### src/rtl/serial_word_assembler_pkg.sv
// Shared definitions for the serial word assembler: FSM state encodings and
// the helper that sizes the bit counter from the word width.
package serial_word_assembler_pkg;

  typedef enum logic {
    ST_HUNT     = 1'b0,
    ST_ASSEMBLE = 1'b1
  } state_e;

  // One extra bit so the counter can represent WIDTH itself.
  function automatic int cnt_width(input int width);
    return $clog2(width) + 1;
  endfunction

endpackage

### src/rtl/sipo_shift_reg.sv
// Serial-in/parallel-out shift register; each enabled cycle shifts d_in in at
// the LSB, so the first bit shifted in ends up at the MSB.
module sipo_shift_reg #(
  parameter int WIDTH = 8
) (
  input  logic             clk,
  input  logic             rst,
  input  logic             shift_en,
  input  logic             d_in,
  output logic [WIDTH-1:0] par_out
);

  logic [WIDTH-1:0] sr_q;
  logic [WIDTH-1:0] sr_d;

  always_comb begin
    sr_d = sr_q;
    if (shift_en) begin
      sr_d = {sr_q[WIDTH-2:0], d_in};
    end
  end

  always_ff @(posedge clk) begin
    if (rst) begin
      sr_q <= '0;
    end else begin
      sr_q <= sr_d;
    end
  end

  assign par_out = sr_q;

endmodule

### src/rtl/serial_word_assembler.sv
// Assembles MSB-first serial bits into WIDTH-bit words and offers them through
// a one-word valid/ready holding register with a sticky overrun flag.
module serial_word_assembler
  import serial_word_assembler_pkg::*;
#(
  parameter int WIDTH        = 8,
  parameter int REQUIRE_SYNC = 1
) (
  input  logic                        clk,
  input  logic                        rst,
  input  logic                        d_in,
  input  logic                        d_valid,
  input  logic                        frame_start,
  output logic [WIDTH-1:0]            word_out,
  output logic                        word_valid,
  input  logic                        word_ready,
  output logic                        overrun,
  input  logic                        clear_ovr,
  output logic [cnt_width(WIDTH)-1:0] bit_cnt
);

  localparam int     CNT_W       = cnt_width(WIDTH);
  localparam state_e RESET_STATE = (REQUIRE_SYNC != 0) ? ST_HUNT : ST_ASSEMBLE;

  state_e           state_q, state_d;
  logic [CNT_W-1:0] bit_cnt_q, bit_cnt_d;
  logic [WIDTH-1:0] word_q, word_d;
  logic             valid_q, valid_d;
  logic             ovr_q, ovr_d;

  logic             shift_en;
  logic             complete;
  logic [WIDTH-1:0] par_out;
  logic [WIDTH-1:0] new_word;
  logic             sr_msb_unused;

  sipo_shift_reg #(.WIDTH(WIDTH)) u_sipo (
    .clk      (clk),
    .rst      (rst),
    .shift_en (shift_en),
    .d_in     (d_in),
    .par_out  (par_out)
  );

  // The oldest bit in the shift register is already past the word boundary.
  assign new_word      = {par_out[WIDTH-2:0], d_in};
  assign sr_msb_unused = par_out[WIDTH-1];

  always_ff @(posedge clk) begin
    if (rst) begin
      state_q <= RESET_STATE;
    end else begin
      state_q <= state_d;
    end
  end

  always_comb begin
    state_d = state_q;
    if (state_q == ST_HUNT && frame_start) begin
      state_d = ST_ASSEMBLE;
    end
  end

  always_comb begin
    shift_en = d_valid && (state_q == ST_ASSEMBLE || frame_start);
    complete = d_valid && (state_q == ST_ASSEMBLE) && !frame_start &&
               (bit_cnt_q == CNT_W'(WIDTH - 1));
  end

  // frame_start restarts the count; stale bits age out of the shift register.
  always_comb begin
    bit_cnt_d = bit_cnt_q;
    if (frame_start) begin
      bit_cnt_d = d_valid ? CNT_W'(1) : '0;
    end else if (state_q == ST_ASSEMBLE && d_valid) begin
      bit_cnt_d = complete ? '0 : bit_cnt_q + CNT_W'(1);
    end
  end

  always_comb begin
    word_d  = word_q;
    valid_d = valid_q;
    ovr_d   = clear_ovr ? 1'b0 : ovr_q;
    if (complete && (!valid_q || word_ready)) begin
      word_d  = new_word;
      valid_d = 1'b1;
    end else if (complete) begin
      ovr_d = 1'b1;
    end else if (valid_q && word_ready) begin
      valid_d = 1'b0;
    end
  end

  always_ff @(posedge clk) begin
    if (rst) begin
      bit_cnt_q <= '0;
      word_q    <= '0;
      valid_q   <= 1'b0;
      ovr_q     <= 1'b0;
    end else begin
      bit_cnt_q <= bit_cnt_d;
      word_q    <= word_d;
      valid_q   <= valid_d;
      ovr_q     <= ovr_d;
    end
  end

  assign word_out   = word_q;
  assign word_valid = valid_q;
  assign overrun    = ovr_q;
  assign bit_cnt    = bit_cnt_q;

endmodule

### config.mk
export PLATFORM = sky130hd
export DESIGN_NAME = serial_word_assembler
export DESIGN_NICKNAME = d
export VERILOG_FILES = /design/src/rtl/serial_word_assembler_pkg.sv /design/src/rtl/sipo_shift_reg.sv /design/src/rtl/serial_word_assembler.sv
export SDC_FILE = /design/constraint.sdc
export NUM_CORES = 1
export LEC_CHECK = 0
export BUFFER_PORTS_ARGS = -buffer_cell sky130_fd_sc_hd__buf_2
export CAP_MARGIN = 25
export CORE_UTILIZATION = 35
export CTS_CLUSTER_SIZE = 24
export DETAILED_ROUTE_END_ITERATION = 6
export GPL_TIMING_DRIVEN = 0
export HOLD_SLACK_MARGIN = 0.12
export SYNTH_ARGS = -nofsm -noshare
export SYNTH_HDL_FRONTEND = slang
export SYNTH_SLANG_ARGS = --single-unit
### constraint.sdc
create_clock -name clk -period 3.3 [get_ports clk]
set_input_delay 0.165 -clock clk [delete_from_list [all_inputs] [get_ports clk]]
set_output_delay 0.165 -clock clk [all_outputs]
set_load 0.05 [all_outputs]
# == Word level (Yosys, flattened, before mapping) ==
# Cells that the tools add are included.
# op_classes
addsub,1
n_eq_ne,2
muxes,10
bitwise_logic,1
n_reduce_logical,14
# op_table
op,count
two-way mux 4 bit,3
logical AND 1 bit,7
two-way mux 1 bit,7
"adder 4 x 1 -> 4 bit, second input constant",1
"equality test 4 x 3 -> 1 bit, second input constant",1
nonzero test 2 bit,2
zero test 1 bit,2
logical OR 1 bit,2
"inequality test 2 x 1 -> 1 bit, second input constant",1
AND reduction 2 bit,1
NOT 1 bit,1
# totals
regBits,22
in_bits,7

# == Logic depth before layout (Yosys ltp) ==
# Gate-level depths: netlist (run 1).
# logic_depth
depth_word,6
mapped_depth,5

# == Modules after synthesis ==
# Synthesis (run 1) repeated with hierarchy kept, for this count alone.
# hier_totals
hier_cells,96
hier_area_um2,999.7
# by_module_without_submodules
module,n_inst,cells_each,area_each_um2,seq_area_each_um2
serial_word_assembler,1,70,714.4,300.3
sipo_shift_reg,1,26,285.3,160.2

# == Least setup slack after synthesis (run 1) ==
# No wires, ideal clock.
# synth_path
path_kind,register to register
from,"register bit_cnt_q[0], in the netlist bit_cnt[0]"
to,"register word_q[0], in the netlist word_out[0]"
arrival_ns,1.677
setup_slack_ns,1.552
stages_incl_launch_ff,6
path_buffers,1
synth_period_minus_slack_ns,1.748
cell_sequence,dfxtp_1 ha_1 nand4_1 nor4b_2 buf_4 mux2i_1
# synth_between
elab_chain_cells,3
# synth_rtl
element,line,source
start: declaration,serial_word_assembler.sv:26,"logic [CNT_W-1:0] bit_cnt_q, bit_cnt_d;"
start signal: assignment,serial_word_assembler.sv:101,bit_cnt_q <= bit_cnt_d;
equality test 4 x 3 -> 1 bit,serial_word_assembler.sv:67,(bit_cnt_q == CNT_W'(WIDTH - 1));
logical AND 1 bit,serial_word_assembler.sv:66,complete = d_valid && (state_q == ST_ASSEMBLE) && !frame_start &&
logical AND 1 bit,serial_word_assembler.sv:84,if (complete && (!valid_q || word_ready)) begin
end signal: assignment,serial_word_assembler.sv:102,word_q <= word_d;
end: declaration,serial_word_assembler.sv:27,"logic [WIDTH-1:0] word_q, word_d;"
# No other way between the ends.
# A chain may end at the register's enable or synchronous reset.

# == Worst setup path in the final report (run 1) ==
# layout_path
from,"register bit_cnt_q[0], in the netlist bit_cnt[0]"
to,"register word_q[1], in the netlist word_out[1]"
# Same word-level chain as after synthesis.

==> results of run 1 <==
kinds of logic after synthesis:
logic type,synth area share
and+or+nand+nor,0.246
xor gates and xnor gates,0.00942
adders and majority gates,0.0135
muxes,0.172
DFF,0.474
AOI/OAI and AO/OA,0.0511
buffers and inverters,0.0336
Yosys cell counts:
cell type | n | area, sq um
nand3_1 | 1 | 5.00
nand2b_1 | 17 | 106
buf_4 | 1 | 7.51
a211oi_1 | 1 | 7.51
nor4b_2 | 1 | 15.0
or4_1 | 1 | 7.51
nor2_1 | 9 | 33.8
o21ai_0 | 1 | 5.00
mux2i_1 | 16 | 160
clkbuf_2 | 1 | 5.00
a31oi_1 | 1 | 6.26
inv_1 | 1 | 3.75
o21ai_2 | 1 | 8.76
a21oi_1 | 1 | 5.00
or3_1 | 1 | 6.26
o31ai_1 | 2 | 15.0
or3b_2 | 1 | 8.76
and3b_1 | 1 | 8.76
nor3_1 | 2 | 10.0
nand2_1 | 2 | 7.51
nand4_1 | 2 | 12.5
clkbuf_1 | 4 | 15.0
xor2_1 | 1 | 8.76
nand3b_1 | 1 | 7.51
ha_1 | 1 | 12.5
dfxtp_1 | 22 | 440
through the flow:
step	worst slack [ps]	cell area, sq um
floorplan	1550	930
global placement	1820	1060
detailed placement	1800	1060
CTS	1770	1120
global route	1630	1120
finish	1790	1120
where the power goes:
| part | internal (uW) | leakage [uW] | switching (uW) | total (uW) |
|---|---|---|---|---|
| combinational | 15.4 | 0.000271 | 20.3 | 35.7 |
| clock | 67.2 | 0.0000210 | 78.8 | 146 |
| sequential | 269 | 0.000178 | 2.30 | 271 |
| total | 351 | 0.000469 | 101 | 453 |
final cells by class:
type / count / area [sq um]
multi-input cells: 64 / 458
well taps: 30 / 37.5
plain buffers: 6 / 27.5
flip-flops and latches: 22 / 440
repair buffers: 21 / 115
inverters: 1 / 3.75
fillers: 244 / 1380
clock buffers: 4 / 36.3
worst min-delay path: stages:
cell and delay [ps]:
buf_2 70, nand2b_1 120, a21oi_1 70
routing by layer:
layer | track usage | up-vias
li1 | - | 370
met1 | 0.171 | 313
met2 | 0.200 | 12
met3 | 0.0339 | 2
met4 | 0.0526 | 0
met5 | 0 | -
final timing paths:
check | start | to | depth (start not counted)
max | bit_cnt[0] | word_out[1] | 5
max reg2reg | bit_cnt[0] | word_out[1] | 5
min | word_ready | word_valid | 3
min reg2reg | u_sipo.par_out[6] | word_out[7] | 2
registers in the layout (all words and copies together) (netlist names):
register and cells:
word_out 8, state_q 1, u_sipo.par_out 7, word_valid 1
overrun 1, bit_cnt 4
==> flow_metrics.py, run 1 <==
metrics = {
    "setup_path": {
        "crit_path_max_fanout": 8,
        "reg2reg_setup_slack_ps": 1790,
        "end_kind": "flop",
        "crit_chain": "ha_1 > nand4_1 > nor4b_2 > buf_4 > mux2i_1",
        "critPathMaxStageDelay_ps": 410,
        "worstPathArrival_ps": 1740,
        "crit_buf_inv": 1,
        "worstSetupPathType": "reg2reg",
        "worst_ep_required_time_ps": 3540,
        "start_kind": "flop",
        "worst_path_dominant_cell_family": "flip-flops",
        "crit_slowest_cell": "dfxtp_1",
    },
    "layout": {
        "nNetsFinal": 127,
        "final_common_cell": "dfxtp_1",
        "stdcell_count": 148,
        "diodes": 0,
        "drive_gt1_frac": 0.237,
        "fin_util": 0.447,
        "final_cell_mix": "dfxtp_1, buf_2, nand2b_1, mux2i_1, nor2_1",
        "areaGrowthSynthToFinish_pct": 20.3,
    },
    "power_and_ir_drop": {
        "finalPower_uw": 453,
        "p_leak_uw": 0.000469,
        "power_density_nw_per_um2": 405,
        "vdd_drop_max_uv": 194,
    },
    "sta": {
        "max-slew-margin-rel": 0.686,
        "holdWs_ps": 167,
        "rsz0062_at_grt": "false",
        "fin_crit_ps": 1510,
        "setup_viol": 0,
        "hold_violations": 0,
        "finalMaxSlewViolations": 0,
        "period_share": 0.456,
        "tns_ps": 0,
        "fmaxAchievable_mhz": 664,
        "tightest_slew_ps": 470,
        "clock_skew_ps": 8.62,
    },
    "die": {
        "start_util": 0.372,
        "num_io_pins": 21,
        "rows": 18,
        "core-area_sq_um": 2500,
        "die_w_microns": 53.5,
        "die_h_microns": 53.5,
        "die-area_sq_um": 2870,
    },
    "synthesis": {
        "yosys_register_bits": 22,
        "syn_area_sq_um": 930,
        "postSynthAreaPerCell_sq_um": 10.0,
        "ys_seq_area_frac": 0.474,
        "ys_warn_count": 0,
        "ys_types": 26,
        "synthCells": 93,
        "syn-num-nets": 101,
    },
    "placement": {
        "gp_congestion": 0.659,
        "dpl.hpwl_microns": 1140,
        "io_buffer_count": 19,
        "dp.cells": 142,
    },
    "detailed_routing": {
        "drc": 0,
        "vias_per_cell": 4.71,
        "drtAntennaViolNets": 0,
        "routed_wl_microns": 1600,
        "dr.first_iter.drc_count": 10,
        "wl_met1_microns": 852,
        "vias": 697,
        "top_layer": "met4",
        "wl_met2_microns": 676,
        "wl_met3_microns": 47,
        "wl_per_cell_microns": 10.8,
        "firstDrtPassIters": 2,
    },
    "clocking": {
        "htree_levels": 1,
        "clock_path_buffers": 2,
        "cts_tree": "done",
        "clkSinkCount": 22,
        "clkLatencyLatePin_ps": 300,
        "ctsResizeCount": 0,
        "cts-root-buf": "clkbuf_4",
        "cts_hold_buf": 2,
        "post-cts-setup-buffer-count": 0,
        "cts_buffers": 3,
        "clk_pin_slew_ps": 130,
    },
    "grt": {
        "grt_pass1_wl_microns": 2640,
        "grt_pass1_vias": 600,
        "grt_start_max_net_pins": 13,
        "gr-usage-all-layers": 0.130,
        "grt_overflow": 0,
        "antenna_found_initial": 0,
    },
    "flow_run": {
        "cap_viol_max_count": 0,
    },
    "hold_path": {
        "hp-class": "in2reg",
    },
    "run_status": {
        "outcome": "complete, no violations",
    },
}
Power figures use the tool's default switching activity.
==> run 2, diff against run 1 <==
- clock period: 3.3 -> 1.4 ns (I/O delays scaled with it)
==> flow_metrics.py, run 2 (same netlist as run 1, synthesis figures left out) <==
metrics = {
    "run_status": {
        "outcome": "finished with violations",
        "violations": "negative setup slack",
    },
    "hold_path": {
        "hp-class": "in2reg",
        "holdPathEnd": "state_q",
        "holdPathStages": 3,
        "min_from": "frame_start",
    },
    "layout": {
        "stdcell_count": 156,
        "finalInstanceArea_sq_um": 1200,
        "diodes": 0,
        "nNetsFinal": 135,
        "areaGrowthSynthToFinish_pct": 29.2,
        "nFillCells": 239,
        "final_cell_mix": "dfxtp_1, buf_2, nand2b_1, mux2i_1, nor2_1",
        "drive_gt1_frac": 0.294,
        "largest_register_ffs": 8,
    },
    "clocking": {
        "htree_levels": 1,
        "clkLatencyLatePin_ps": 300,
        "clk_pin_slew_ps": 120,
        "cts_buffers": 3,
        "cts_tree": "done",
        "clkSinkCount": 22,
        "clock_path_buffers": 2,
        "cts-root-buf": "clkbuf_4",
    },
    "die": {
        "rows": 18,
        "num_io_pins": 21,
        "die_w_microns": 53.5,
        "core-area_sq_um": 2500,
        "start_util": 0.372,
        "die_h_microns": 53.5,
        "die-area_sq_um": 2870,
    },
    "power_and_ir_drop": {
        "vdd_drop_max_uv": 438,
        "power_density_nw_per_um2": 859,
        "p_leak_uw": 0.000503,
    },
    "sta": {
        "setup_viol": 1,
        "finalMaxSlewViolations": 0,
        "clock_skew_ps": 2.56,
        "tightest_slew_ps": 477,
        "setup_ws_ps": -5.83,
        "hold_violations": 0,
        "fin_crit_ps": 1410,
        "period_share": 1.00,
        "rsz0062_at_grt": "true",
        "fmaxAchievable_mhz": 711,
        "max-slew-margin-rel": 0.682,
    },
    "setup_path": {
        "regToRegEndpoint": "word_out[2]",
        "worstPathArrival_ps": 1640,
        "worst_ep_required_time_ps": 1640,
        "rr_worst_depth": 5,
        "reg2reg_setup_slack_ps": -6,
        "worstSetupPathType": "reg2reg",
        "end_kind": "flop",
        "r2r-start": "bit_cnt[0]",
        "start_kind": "flop",
        "crit_path_max_fanout": 8,
    },
    "placement": {
        "pre_cts_ws_ps": -17.6,
        "dp.cells": 142,
        "io_buffer_count": 19,
        "gp_congestion": 0.686,
        "dpl.hpwl_microns": 1180,
        "dpl_cell_area_sq_um": 1080,
    },
    "detailed_routing": {
        "vias_per_cell": 4.78,
        "wl_per_cell_microns": 11.2,
        "drtAntennaViolNets": 0,
        "vias": 746,
        "dr.first_iter.drc_count": 5,
        "drc": 0,
        "firstDrtPassIters": 4,
        "routed_wl_microns": 1750,
    },
    "grt": {
        "grt_pass1_wl_microns": 2990,
        "grt_overflow": 0,
        "antenna_found_initial": 0,
        "grt_start_max_net_pins": 13,
        "grt_pass1_vias": 670,
        "gr-usage-all-layers": 0.147,
    },
    "flow_run": {
        "cap_viol_max_count": 0,
    },
}
[run 2: routing by layer]
metal	track usage	wire [microns]
met1	0.179	878
met5	0	0
met4	0.0789	35
met2	0.238	765
met3	0.0339	66
[run 2: where the power goes]
| group | internal, uW | leakage (uW) | switching (uW) |
|---|---|---|---|
| clock | 111 | 0.0000150 | 186 |
| sequential | 631 | 0.000180 | 5.32 |
| combinational | 46.7 | 0.000309 | 51.4 |
[run 2: layout make-up]
class	count	area (sq um)	area share
well taps	30	37.5	0.0313
plain buffers	6	31.3	0.0260
clock buffers	4	26.3	0.0219
flip-flops and latches	22	449	0.374
repair buffers	29	183	0.152
multi-input cells	64	470	0.392
inverters	1	3.75	0.00313
[run 2: worst max path at each step]
stage | startpoint | end | depth (start not counted)
2_1_floorplan | bit_cnt[0] | word_out[0] | 5
3_3_place_gp | bit_cnt[0] | word_out[5] | 5
3_5_place_dp | bit_cnt[0] | word_out[2] | 5
4_1_cts | bit_cnt[0] | word_out[2] | 5
5_1_grt | bit_cnt[0] | word_out[0] | 5
6_report | bit_cnt[0] | word_out[2] | 5
[run 2: repair_timing]
item	CTS	global route
hold buffers	5	0
setup buffers	4	1
setup endpoints to repair	8	18
pin swaps	1	1
cloned	0	0
endpoints found under the hold margin	6	0
gates resized for setup	1	2
[run 2: through the flow]
step	hold WS (ps)	setup TNS, ps	power, uW	utilization
5_1_grt	195	-609	1080	0.480
2_1_floorplan	214	-50.9	710	-
3_5_place_dp	330	-17.6	734	0.433
4_1_cts	161	0	1050	0.477
6_report	186	-5.83	1030	0.480
3_3_place_gp	326	0	733	0.433
[run 2: critical path: stages, from the launching register on]
cell     delay, ps
dfxtp_4        380
ha_4           130
nand4_1        140
nor4b_2        240
buf_4          240
mux2i_1        210
==> run 3, diff against run 2 <==
- BUFFER_PORTS_ARGS: -buffer_cell sky130_fd_sc_hd__buf_2 -> -buffer_cell sky130_fd_sc_hd__clkbuf_2
==> flow_metrics.py, run 3 (same netlist as run 1, synthesis figures left out) <==
metrics = {
    "detailed_routing": {
        "drtAntennaViolNets": 0,
        "vias": 734,
        "dr.first_iter.drc_count": 7,
        "wl_per_cell_microns": 11.6,
        "routed_wl_microns": 1810,
        "firstDrtPassIters": 3,
        "vias_per_cell": 4.71,
        "drc": 0,
    },
    "layout": {
        "finalInstanceArea_sq_um": 1200,
        "multiInputGateArea_sq_um": 470,
        "drive_gt1_frac": 0.286,
        "diodes": 0,
        "nFillCells": 241,
        "nNetsFinal": 135,
        "final_cell_mix": "dfxtp_1, clkbuf_2, nand2b_1, mux2i_1, nor2_1",
        "areaGrowthSynthToFinish_pct": 29.1,
        "seqCellArea_sq_um": 449,
        "largest_register_ffs": 8,
    },
    "power_and_ir_drop": {
        "vdd_drop_max_uv": 468,
        "power_density_nw_per_um2": 867,
        "p_leak_uw": 0.000489,
        "finalPower_uw": 1040,
    },
    "clocking": {
        "htree_levels": 1,
        "clk_pin_slew_ps": 130,
        "cts_buffers": 3,
        "clkSinkCount": 22,
        "cts-root-buf": "clkbuf_4",
        "clkLatencyLatePin_ps": 310,
        "cts_tree": "done",
        "clock_path_buffers": 2,
    },
    "sta": {
        "tightest_slew_ps": 482,
        "setup_ws_ps": -7.77,
        "fin_crit_ps": 1410,
        "setup_viol": 1,
        "max-slew-margin-rel": 0.679,
        "tns_ps": -7.77,
        "rsz0062_at_grt": "true",
        "fmaxAchievable_mhz": 710,
        "hold_violations": 0,
        "finalMaxSlewViolations": 0,
        "clock_skew_ps": 9.26,
        "period_share": 1.01,
    },
    "grt": {
        "antenna_found_initial": 0,
        "grt_pass1_wl_microns": 2970,
        "grt_start_max_net_pins": 13,
        "grt_pass1_vias": 696,
        "grt_overflow": 0,
        "gr-usage-all-layers": 0.147,
    },
    "die": {
        "start_util": 0.372,
        "die_w_microns": 53.5,
        "num_io_pins": 21,
        "rows": 18,
        "die_h_microns": 53.5,
        "core-area_sq_um": 2500,
        "die-area_sq_um": 2870,
    },
    "setup_path": {
        "worst_ep_required_time_ps": 1640,
        "rr_worst_depth": 5,
        "crit_path_max_fanout": 8,
        "r2r-start": "bit_cnt[0]",
        "end_kind": "flop",
        "cp-endpoint": "word_out[2]",
        "crit_start": "bit_cnt[0]",
        "worstPathArrival_ps": 1650,
        "reg2reg_setup_slack_ps": -8,
        "regToRegEndpoint": "word_out[2]",
        "worstSetupPathType": "reg2reg",
        "start_kind": "flop",
    },
    "run_status": {
        "violations": "negative setup slack",
        "outcome": "finished with violations",
    },
    "placement": {
        "gp_congestion": 0.686,
        "pre_cts_ws_ps": -15.1,
        "dpl.hpwl_microns": 1190,
        "dpl_cell_area_sq_um": 1080,
        "io_buffer_count": 19,
    },
    "flow_run": {
        "cap_viol_max_count": 0,
    },
    "hold_path": {
        "hp-class": "in2reg",
    },
}
run 3: cell count changes in the layout (fill, tap and decap cells not counted), sizes merged:
cell    delta
buf       -18
clkbuf    +18
run 3: how the worst min path moves through the flow:
stage                        end         from  cells after the start  slack [ps]
2_1_floorplan  u_sipo.par_out[0]         d_in                      2         210
3_3_place_gp   u_sipo.par_out[0]         d_in                      3         330
3_5_place_dp         word_out[0]         d_in                      3         340
4_1_cts                  state_q  frame_start                      3         160
5_1_grt               bit_cnt[0]  frame_start                      3         190
6_report                 state_q  frame_start                      3         170
run 3: worst max-delay path, stage by stage (launching register included):
cell and delay (ps):
dfxtp_4 380, ha_4 130, nand4_1 150, nor4b_2 240
buf_4 230, mux2i_1 200
run 3: what timing repair did:
item                       4_1_cts  5_1_grt
pin swaps                        1        1
setup endpoints to repair        8       12
gates resized for setup          1        1
buffers inserted                 4        1
hold endpoints to repair         6        0
hold buffers                     5        0
run 3: routing by layer:
metal / global-route usage / wire length (microns) / up-vias
met5: 0 / 0 / -
met2: 0.240 / 838 / 11
met4: 0.0789 / 12 / 0
li1: - / - / 385
met1: 0.183 / 904 / 336
met3: 0.0254 / 56 / 2
run 3: power breakdown:
group / total, uW / switching, uW / internal [uW]
Clock: 304 / 193 / 111
Combinational: 98.7 / 52.2 / 46.5
Sequential: 637 / 5.47 / 631
run 3: stage by stage:
stage / util / std cells / hold WS (ps)
4_1_cts: 0.477 / 155 / 156
3_5_place_dp: 0.433 / 142 / 337
3_3_place_gp: 0.433 / 142 / 329
5_1_grt: 0.480 / 156 / 188
6_report: 0.480 / 156 / 170
2_1_floorplan: - / 93 / 214
run 3: cell type report:
type                            count  area share
Inverter                            1     0.00313
Buffer                              6      0.0250
Clock buffer                        4      0.0219
Timing Repair Buffer               29       0.152
Tap cell                           30      0.0313
Multi-Input combinational cell     64       0.392
Sequential cell                    22       0.374
